===== config.mk =====
export PLATFORM = sky130hd
export DESIGN_NAME = fixed_seq_multi_flat
export DESIGN_NICKNAME = d
export VERILOG_FILES = /design/src/rtl/fixed_seq_multi_pkg.sv /design/src/rtl/fixed_seq_multi_if.sv /design/src/rtl/fixed_seq_multi_sign_mag.sv /design/src/rtl/fixed_seq_multi.sv /design/src/flat_wrapper.sv
export SDC_FILE = /design/constraint.sdc
export NUM_CORES = 1
export LEC_CHECK = 0
export CORE_MARGIN = 5
export CORE_UTILIZATION = 62
export DETAILED_ROUTE_END_ITERATION = 8
export GPL_ROUTABILITY_DRIVEN = 0
export MAX_ROUTING_LAYER = met4
export PLACE_DENSITY_LB_ADDON = 0.08
export RECOVER_POWER = 50
export SLEW_MARGIN = 20
export SYNTH_ARGS = -nofsm -noshare
export SYNTH_HDL_FRONTEND = slang
export SYNTH_SLANG_ARGS = --single-unit

===== constraint.sdc =====
create_clock -name clk -period 10.45 [get_ports clk]
set_input_delay 1.5675 -clock clk [delete_from_list [all_inputs] [get_ports clk]]
set_output_delay 1.5675 -clock clk [all_outputs]
set_load 0.05 [all_outputs]

===== src/rtl/fixed_seq_multi_pkg.sv =====
// Shared types and saturation helpers for the sequential fixed-point multiplier.
package fixflo_pkg;

    localparam int DEF_INT_W  = 8;
    localparam int DEF_FRAC_W = 8;
    localparam int MAX_W      = 64;

    typedef enum logic [1:0] {
        IDLE,
        CALC,
        FIN,
        DONE
    } state_e;

    function automatic logic [MAX_W-1:0] sat_max_uns(input int w);
        return {MAX_W{1'b1}} >> (MAX_W - w);
    endfunction

    function automatic logic [MAX_W-1:0] sat_max_pos(input int w);
        return {MAX_W{1'b1}} >> (MAX_W - w + 1);
    endfunction

    function automatic logic [MAX_W-1:0] sat_min_neg(input int w);
        logic [MAX_W-1:0] v;
        v = '0;
        v[w-1] = 1'b1;
        return v;
    endfunction

    // Clamp value for a w-bit result; callers cast down to w bits.
    function automatic logic [MAX_W-1:0] sat_value(input int w, input logic is_signed,
                                                   input logic neg);
        if (!is_signed) return sat_max_uns(w);
        else if (neg)   return sat_min_neg(w);
        else            return sat_max_pos(w);
    endfunction

endpackage


===== src/rtl/fixed_seq_multi_if.sv =====
// Operand/result handshake bundle between producer, multiplier and consumer.
interface fixed_seq_multi_if #(
    parameter int W = 16
);
    logic           in_valid;
    logic           in_ready;
    logic [W-1:0]   num1;
    logic [W-1:0]   num2;
    logic           signed_mode;
    logic           out_valid;
    logic           out_ready;
    logic [W-1:0]   result;
    logic [2*W-1:0] result_full;
    logic           overflow;
    logic           precision_lost;

    modport master (
        output in_valid, num1, num2, signed_mode, out_ready,
        input  in_ready, out_valid, result, result_full, overflow, precision_lost
    );

    modport slave (
        input  in_valid, num1, num2, signed_mode, out_ready,
        output in_ready, out_valid, result, result_full, overflow, precision_lost
    );
endinterface


===== src/rtl/fixed_seq_multi_sign_mag.sv =====
// Conditional two's-complement negate: operand magnitude on the way in, product sign on the way out.
module fixed_sign_mag #(
    parameter int W = 16
) (
    input  logic         neg_i,
    input  logic [W-1:0] a_i,
    output logic [W-1:0] y_o
);
    // -(-2^(W-1)) wraps to 2^(W-1), which is the correct unsigned magnitude.
    assign y_o = neg_i ? (~a_i + 1'b1) : a_i;
endmodule


===== src/rtl/fixed_seq_multi.sv =====
// Radix-2 shift-add fixed-point multiplier, one multiplier bit per cycle,
// sign-magnitude core with optional saturation of the W-bit result.
module fixed_seq_multi
    import fixflo_pkg::*;
#(
    parameter int INT_W    = DEF_INT_W,
    parameter int FRAC_W   = DEF_FRAC_W,
    parameter bit SATURATE = 1'b0
) (
    input  logic             clk,
    input  logic             rst_n,
    fixed_seq_multi_if.slave bus
);
    localparam int W  = INT_W + FRAC_W;
    localparam int CW = $clog2(W);

    state_e          state_q, state_d;
    logic            in_ready_q, in_ready_d;
    logic            out_valid_q, out_valid_d;
    logic            mode_q, mode_d;
    logic            sign_q, sign_d;
    logic [W-1:0]    mcand_q, mcand_d;
    logic [W-1:0]    mplier_q, mplier_d;
    logic [2*W-1:0]  acc_q, acc_d;
    logic [CW-1:0]   cnt_q, cnt_d;
    logic [W-1:0]    result_q, result_d;
    logic [2*W-1:0]  full_q, full_d;
    logic            ovf_q, ovf_d;
    logic            pl_q, pl_d;

    logic [W-1:0]    mag1, mag2;
    logic [2*W-1:0]  prod;
    logic [2*W-1:0]  partial;
    logic            ovf_u, ovf_s, ovf_w;
    logic [W-1:0]    res_w;
    logic [INT_W:0]  top_s;

    fixed_sign_mag #(.W(W)) u_mag1 (
        .neg_i (bus.signed_mode & bus.num1[W-1]),
        .a_i   (bus.num1),
        .y_o   (mag1)
    );

    fixed_sign_mag #(.W(W)) u_mag2 (
        .neg_i (bus.signed_mode & bus.num2[W-1]),
        .a_i   (bus.num2),
        .y_o   (mag2)
    );

    fixed_sign_mag #(.W(2*W)) u_neg (
        .neg_i (sign_q),
        .a_i   (acc_q),
        .y_o   (prod)
    );

    assign partial = {{W{1'b0}}, mcand_q} << cnt_q;

    // Signed overflow: the bits above the result MSB must all replicate its sign.
    assign top_s = prod[2*W-1:W+FRAC_W-1];
    assign ovf_u = |prod[2*W-1:W+FRAC_W];
    assign ovf_s = ~((&top_s) | ~(|top_s));
    assign ovf_w = mode_q ? ovf_s : ovf_u;
    assign res_w = (SATURATE && ovf_w) ? W'(sat_value(W, mode_q, sign_q))
                                       : prod[W+FRAC_W-1:FRAC_W];

    always_comb begin
        state_d  = state_q;
        mode_d   = mode_q;
        sign_d   = sign_q;
        mcand_d  = mcand_q;
        mplier_d = mplier_q;
        acc_d    = acc_q;
        cnt_d    = cnt_q;
        result_d = result_q;
        full_d   = full_q;
        ovf_d    = ovf_q;
        pl_d     = pl_q;
        case (state_q)
            IDLE: begin
                if (bus.in_valid && in_ready_q) begin
                    mode_d   = bus.signed_mode;
                    sign_d   = bus.signed_mode & (bus.num1[W-1] ^ bus.num2[W-1]);
                    mcand_d  = mag1;
                    mplier_d = mag2;
                    acc_d    = '0;
                    cnt_d    = '0;
                    state_d  = CALC;
                end
            end
            CALC: begin
                if (mplier_q[cnt_q]) acc_d = acc_q + partial;
                if (cnt_q == CW'(W-1)) begin
                    cnt_d   = '0;
                    state_d = FIN;
                end else begin
                    cnt_d = cnt_q + 1'b1;
                end
            end
            FIN: begin
                result_d = res_w;
                full_d   = prod;
                ovf_d    = ovf_w;
                pl_d     = |prod[FRAC_W-1:0];
                state_d  = DONE;
            end
            DONE: begin
                if (out_valid_q && bus.out_ready) state_d = IDLE;
            end
            default: state_d = IDLE;
        endcase
    end

    // Handshake outputs are registered copies of the next state.
    assign in_ready_d  = (state_d == IDLE);
    assign out_valid_d = (state_d == DONE);

    always_ff @(posedge clk or negedge rst_n) begin
        if (!rst_n) begin
            state_q     <= IDLE;
            in_ready_q  <= 1'b0;
            out_valid_q <= 1'b0;
            mode_q      <= 1'b0;
            sign_q      <= 1'b0;
            mcand_q     <= '0;
            mplier_q    <= '0;
            acc_q       <= '0;
            cnt_q       <= '0;
            result_q    <= '0;
            full_q      <= '0;
            ovf_q       <= 1'b0;
            pl_q        <= 1'b0;
        end else begin
            state_q     <= state_d;
            in_ready_q  <= in_ready_d;
            out_valid_q <= out_valid_d;
            mode_q      <= mode_d;
            sign_q      <= sign_d;
            mcand_q     <= mcand_d;
            mplier_q    <= mplier_d;
            acc_q       <= acc_d;
            cnt_q       <= cnt_d;
            result_q    <= result_d;
            full_q      <= full_d;
            ovf_q       <= ovf_d;
            pl_q        <= pl_d;
        end
    end

    assign bus.in_ready       = in_ready_q;
    assign bus.out_valid      = out_valid_q;
    assign bus.result         = result_q;
    assign bus.result_full    = full_q;
    assign bus.overflow       = ovf_q;
    assign bus.precision_lost = pl_q;

endmodule


===== src/flat_wrapper.sv =====
// flat-port wrapper written by rule: the top's interface ports become plain ports
module fixed_seq_multi_flat import fixflo_pkg::*;
#(
    parameter int INT_W    = DEF_INT_W,
    parameter int FRAC_W   = DEF_FRAC_W,
    parameter bit SATURATE = 1'b0
)
  (clk, rst_n, bus_in_valid, bus_num1, bus_num2, bus_signed_mode, bus_out_ready, bus_in_ready, bus_out_valid, bus_result, bus_result_full, bus_overflow, bus_precision_lost);
  fixed_seq_multi_if #(.W(16)) bus_i ();
  input  logic clk;
  input  logic rst_n;
  input wire logic [$bits(bus_i.in_valid)-1:0] bus_in_valid;
  input wire logic [$bits(bus_i.num1)-1:0] bus_num1;
  input wire logic [$bits(bus_i.num2)-1:0] bus_num2;
  input wire logic [$bits(bus_i.signed_mode)-1:0] bus_signed_mode;
  input wire logic [$bits(bus_i.out_ready)-1:0] bus_out_ready;
  output wire logic [$bits(bus_i.in_ready)-1:0] bus_in_ready;
  output wire logic [$bits(bus_i.out_valid)-1:0] bus_out_valid;
  output wire logic [$bits(bus_i.result)-1:0] bus_result;
  output wire logic [$bits(bus_i.result_full)-1:0] bus_result_full;
  output wire logic [$bits(bus_i.overflow)-1:0] bus_overflow;
  output wire logic [$bits(bus_i.precision_lost)-1:0] bus_precision_lost;
  assign bus_i.in_valid = bus_in_valid;
  assign bus_i.num1 = bus_num1;
  assign bus_i.num2 = bus_num2;
  assign bus_i.signed_mode = bus_signed_mode;
  assign bus_i.out_ready = bus_out_ready;
  assign bus_in_ready = bus_i.in_ready;
  assign bus_out_valid = bus_i.out_valid;
  assign bus_result = bus_i.result;
  assign bus_result_full = bus_i.result_full;
  assign bus_overflow = bus_i.overflow;
  assign bus_precision_lost = bus_i.precision_lost;
  fixed_seq_multi #(.INT_W(INT_W), .FRAC_W(FRAC_W), .SATURATE(SATURATE)) u_core (.clk(clk), .rst_n(rst_n), .bus(bus_i));
endmodule

==> results.md <==
- Minimum clock period: 5.87 ns
- Fin crit share: 56.2%
- Total of max-cap violations: 3
- RSZ-0062 raised after global routing: no
- Root buf cell: clkbuf_16
- Most frequent cells after synthesis: nand2_1 (133), o21ai_0 (122), dfrtp_1 (108)
- Routed Antenna Nets: 0
- Maximum clock rate: 0.170 GHz
- CP delay by family, top: buffers and inverters
- Layout cell share with drive strength beyond 1: 5.92%
- I/O pin cnt: 89
- Setup_tns: 0 ns
- CP Depth: 2
- Fill count: 1,075
- Comb power frac: 64.9%
- CTS Buf Count: 9
- First-pass GRT wire length: 29,800 µm
- Critical path peak fanout: 57
- Relative slew slack: -96.7%
- Most common flop cell mapped by yosys: dfrtp_1
- Die Wd: 124 µm
- Sinks on Clock Net: 108
- Unique cell type count in the Yosys netlist: 64
- Post-synth top area cell: dfrtp_1
- Routed len/inst: 15.2 µm
- Final hold vios: 0
- Hold Path Origin: u_core.bus.result_full[0]$_DFFE_PN0N_
- Most used cell, CP: clkbuf_1
- Total GRT Usage: 24.6%
- Worst Reg2Reg Path Length in Cells: 15
- Sequential share of power: 25.3%
- P&R area growth vs syn: 13.6%
- Violation count after the first detailed-route iteration: 485
- Mapped Cells: 952
- WP buf/inv: 2
- Placed Area: 8840 µm²
- Residual DRC: 0
- Worst Path Required: 10.25 ns
- Pin slew with the least headroom to its limit: 2.95 ns
- Post-CTS sizing: 0
- Vias in the first global route: 6,317
- DIE AREA: 15,300 µm²
- CP arrival: 5.67 ns
- Top-area cell type share of the netlist area: 33.7%
- FP Rows: 41
- Peak VDD IR: 0.166 mV
- Final Util: 71.8%
- Port-buffer cells: 88
- Failing checks: capacitance limit, slew limit
- Critical-path top delay cell: clkbuf_1
- Max Slew Vio Count: 175
- Largest net degree at the start of global routing: 86
- Hold Buf Count CTS: 0
- Finish-stage setup viols: 0
- Clk slew on worst S/H paths: 0.07 ns
- Worst path cell trace: clkbuf_1 > clkbuf_1
- Total core area: 12,700 µm²
- Clock share of power: 9.8%
- Post-synth EDFFs: 0
- Vias after detailed routing: 6,969
- Syn Nets: 1,026
- Syn Area/Cell: 8.42 µm²
- Post-Syn Area: 8010 µm²
- Int Pwr: 1.60 mW
- Post-CTS Setup Repair Bufs: 0
- Cell Pwr Density: 362 nW/µm²
- Switching power: 1.69 mW
- Dpl hpwl: 13,500 µm
- Async S/R FF share, synth: 100%
- Pleak: 3.84 nW
- CTS tree: done
- Final Instance Area: 9100 µm²
- Critical Path Source Type: input pin
- Critical path type: in2async
- Overall Power: 3.29 mW
- Sequential share of the synthesized area: 33.7%
- Top cells by area, synth: dfrtp_1 (34%), o21ai_0 (7.6%), xor2_1 (6.3%), nand2_1 (6.2%), ha_1 (5.6%)
- Most numerous cell in the Yosys netlist: nand2_1
- Hold Path Depth: 2
- Crit path largest cell delay: 2.20 ns
- Post-Route Skew: 0.00973 ns
- Nets: 1,065
- R2r startpoint: u_core.cnt_q[1]$_DFFE_PN0P_
- #FFs+latches synth: 108
- Initial antenna violation count: 0
- CP Launch Point: rst_n
- DR pass1 iterations: 5
- GRT overflow: 0
- Worst min path class: reg2reg
- Die Height: 124 µm
- Sw frac: 51.4%
- Initial Utilization: 63.2%
- H-tree depth: 3
- Ys Warns: 0
- Routed WL: 17,800 µm
- Max clock buf depth: 2
- Via density per instance: 5.97
- Status: finished with violations
- N_diodes: 0
- Crit path capture type: asynchronous set/reset pin
- Clock latency on the worst-skew pair: 0.35 ns
## sequential cells by signal, indices dropped and copies added, names as in the netlist, 2 cells and up
name / cells
u_core.acc_q: 32
u_core.bus.result_full: 32
u_core.cnt_q: 4
u_core.mplier_q: 16
u_core.mcand_q: 16
u_core.state_q: 2
## metal layers
layer	global-route usage, %	vias up	routed length, µm
met2	40.0	206	8340
met5	-	-	0
met3	2.50	29	1150
met1	32.9	3243	7980
met4	7.06	0	302
li1	-	3491	-
## metrics by stage
stage | instances | hold WS, ns | setup slack [ns]
2_1_floorplan | 952 | 0.438 | 6.34
3_3_place_gp | 1152 | 0.459 | 6.14
3_5_place_dp | 1152 | 0.469 | 6.02
4_1_cts | 1168 | 0.485 | 6.02
5_1_grt | 1168 | 0.502 | 3.43
6_report | 1168 | 0.477 | 4.58
## kinds of logic (layout without fill, tap and decap cells)
group / after synthesis / count (layout) / synth area share (%)
AND/OR/NAND/NOR: 334 / 334 / 20.3
AO/OA/AOI/OAI: 270 / 270 / 20.5
flip-flops: 108 / 108 / 33.7
buffers and inverters: 92 / 136 / 5.29
XOR/XNOR: 76 / 76 / 8.31
adder cells (fa/ha/maj): 37 / 37 / 5.87
multiplexers: 35 / 35 / 6.06
## cells in the final DEF (no fill, tap or decap), types with 10 or more instances in the layout
| cell | instances |
|---|---|
| a21o_1 | 11 |
| a21oi_1 | 46 |
| a31oi_1 | 13 |
| clkdlybuf4s50_1 | 85 |
| dfrtp_1 | 108 |
| ha_1 | 36 |
| inv_1 | 25 |
| mux2i_1 | 17 |
| mux4_2 | 10 |
| nand2_1 | 133 |
| nand2b_1 | 10 |
| nand3_1 | 36 |
| nor2_1 | 56 |
| nor3_1 | 13 |
| o21ai_0 | 125 |
| o31ai_1 | 25 |
| xnor2_1 | 18 |
| xor2_1 | 58 |
## power groups by stage
stage                     clock [mW]  sequential, mW  combinational, mW
after detailed placement           0           0.841               2.12
after global routing           0.344           0.866               2.34
final                          0.321           0.835               2.14
after global placement             0           0.830               2.08
after floorplan                    0           0.955               1.51
after CTS                      0.325           0.832               2.13
## area by class of cell
class	instances	area, µm²	share of cell area, %
Multi-Input combinational cell	752	4890	53.8
Sequential cell	108	2700	29.7
Timing Repair Buffer	95	916	10.1
Clock buffer	12	246	2.71
Tap cell	172	215	2.36
Inverter	25	93.8	1.03
Clock inverter	4	32.5	0.357
## worst min-delay path: stages (launching register included)
cell and delay, ns:
dfrtp_1 0.34, nand2_1 0.04, o21ai_0 0.06
## path summary, 6_finish.rpt
path | end | slack, ns
max | u_core.acc_q[28]$_DFFE_PN0P_ | 4.58
min | u_core.bus.result_full[0]$_DFFE_PN0N_ | 0.48
max reg2reg | u_core.acc_q[27]$_DFFE_PN0P_ | 5.90
min reg2reg | u_core.bus.result_full[0]$_DFFE_PN0N_ | 0.48
max in group clk | u_core.acc_q[27]$_DFFE_PN0P_ | 5.90
min in group asynchronous | u_core.bus.result_full[4]$_DFFE_PN0N_ | 2.05
No activity file was read; power rests on OpenSTA's default activity.
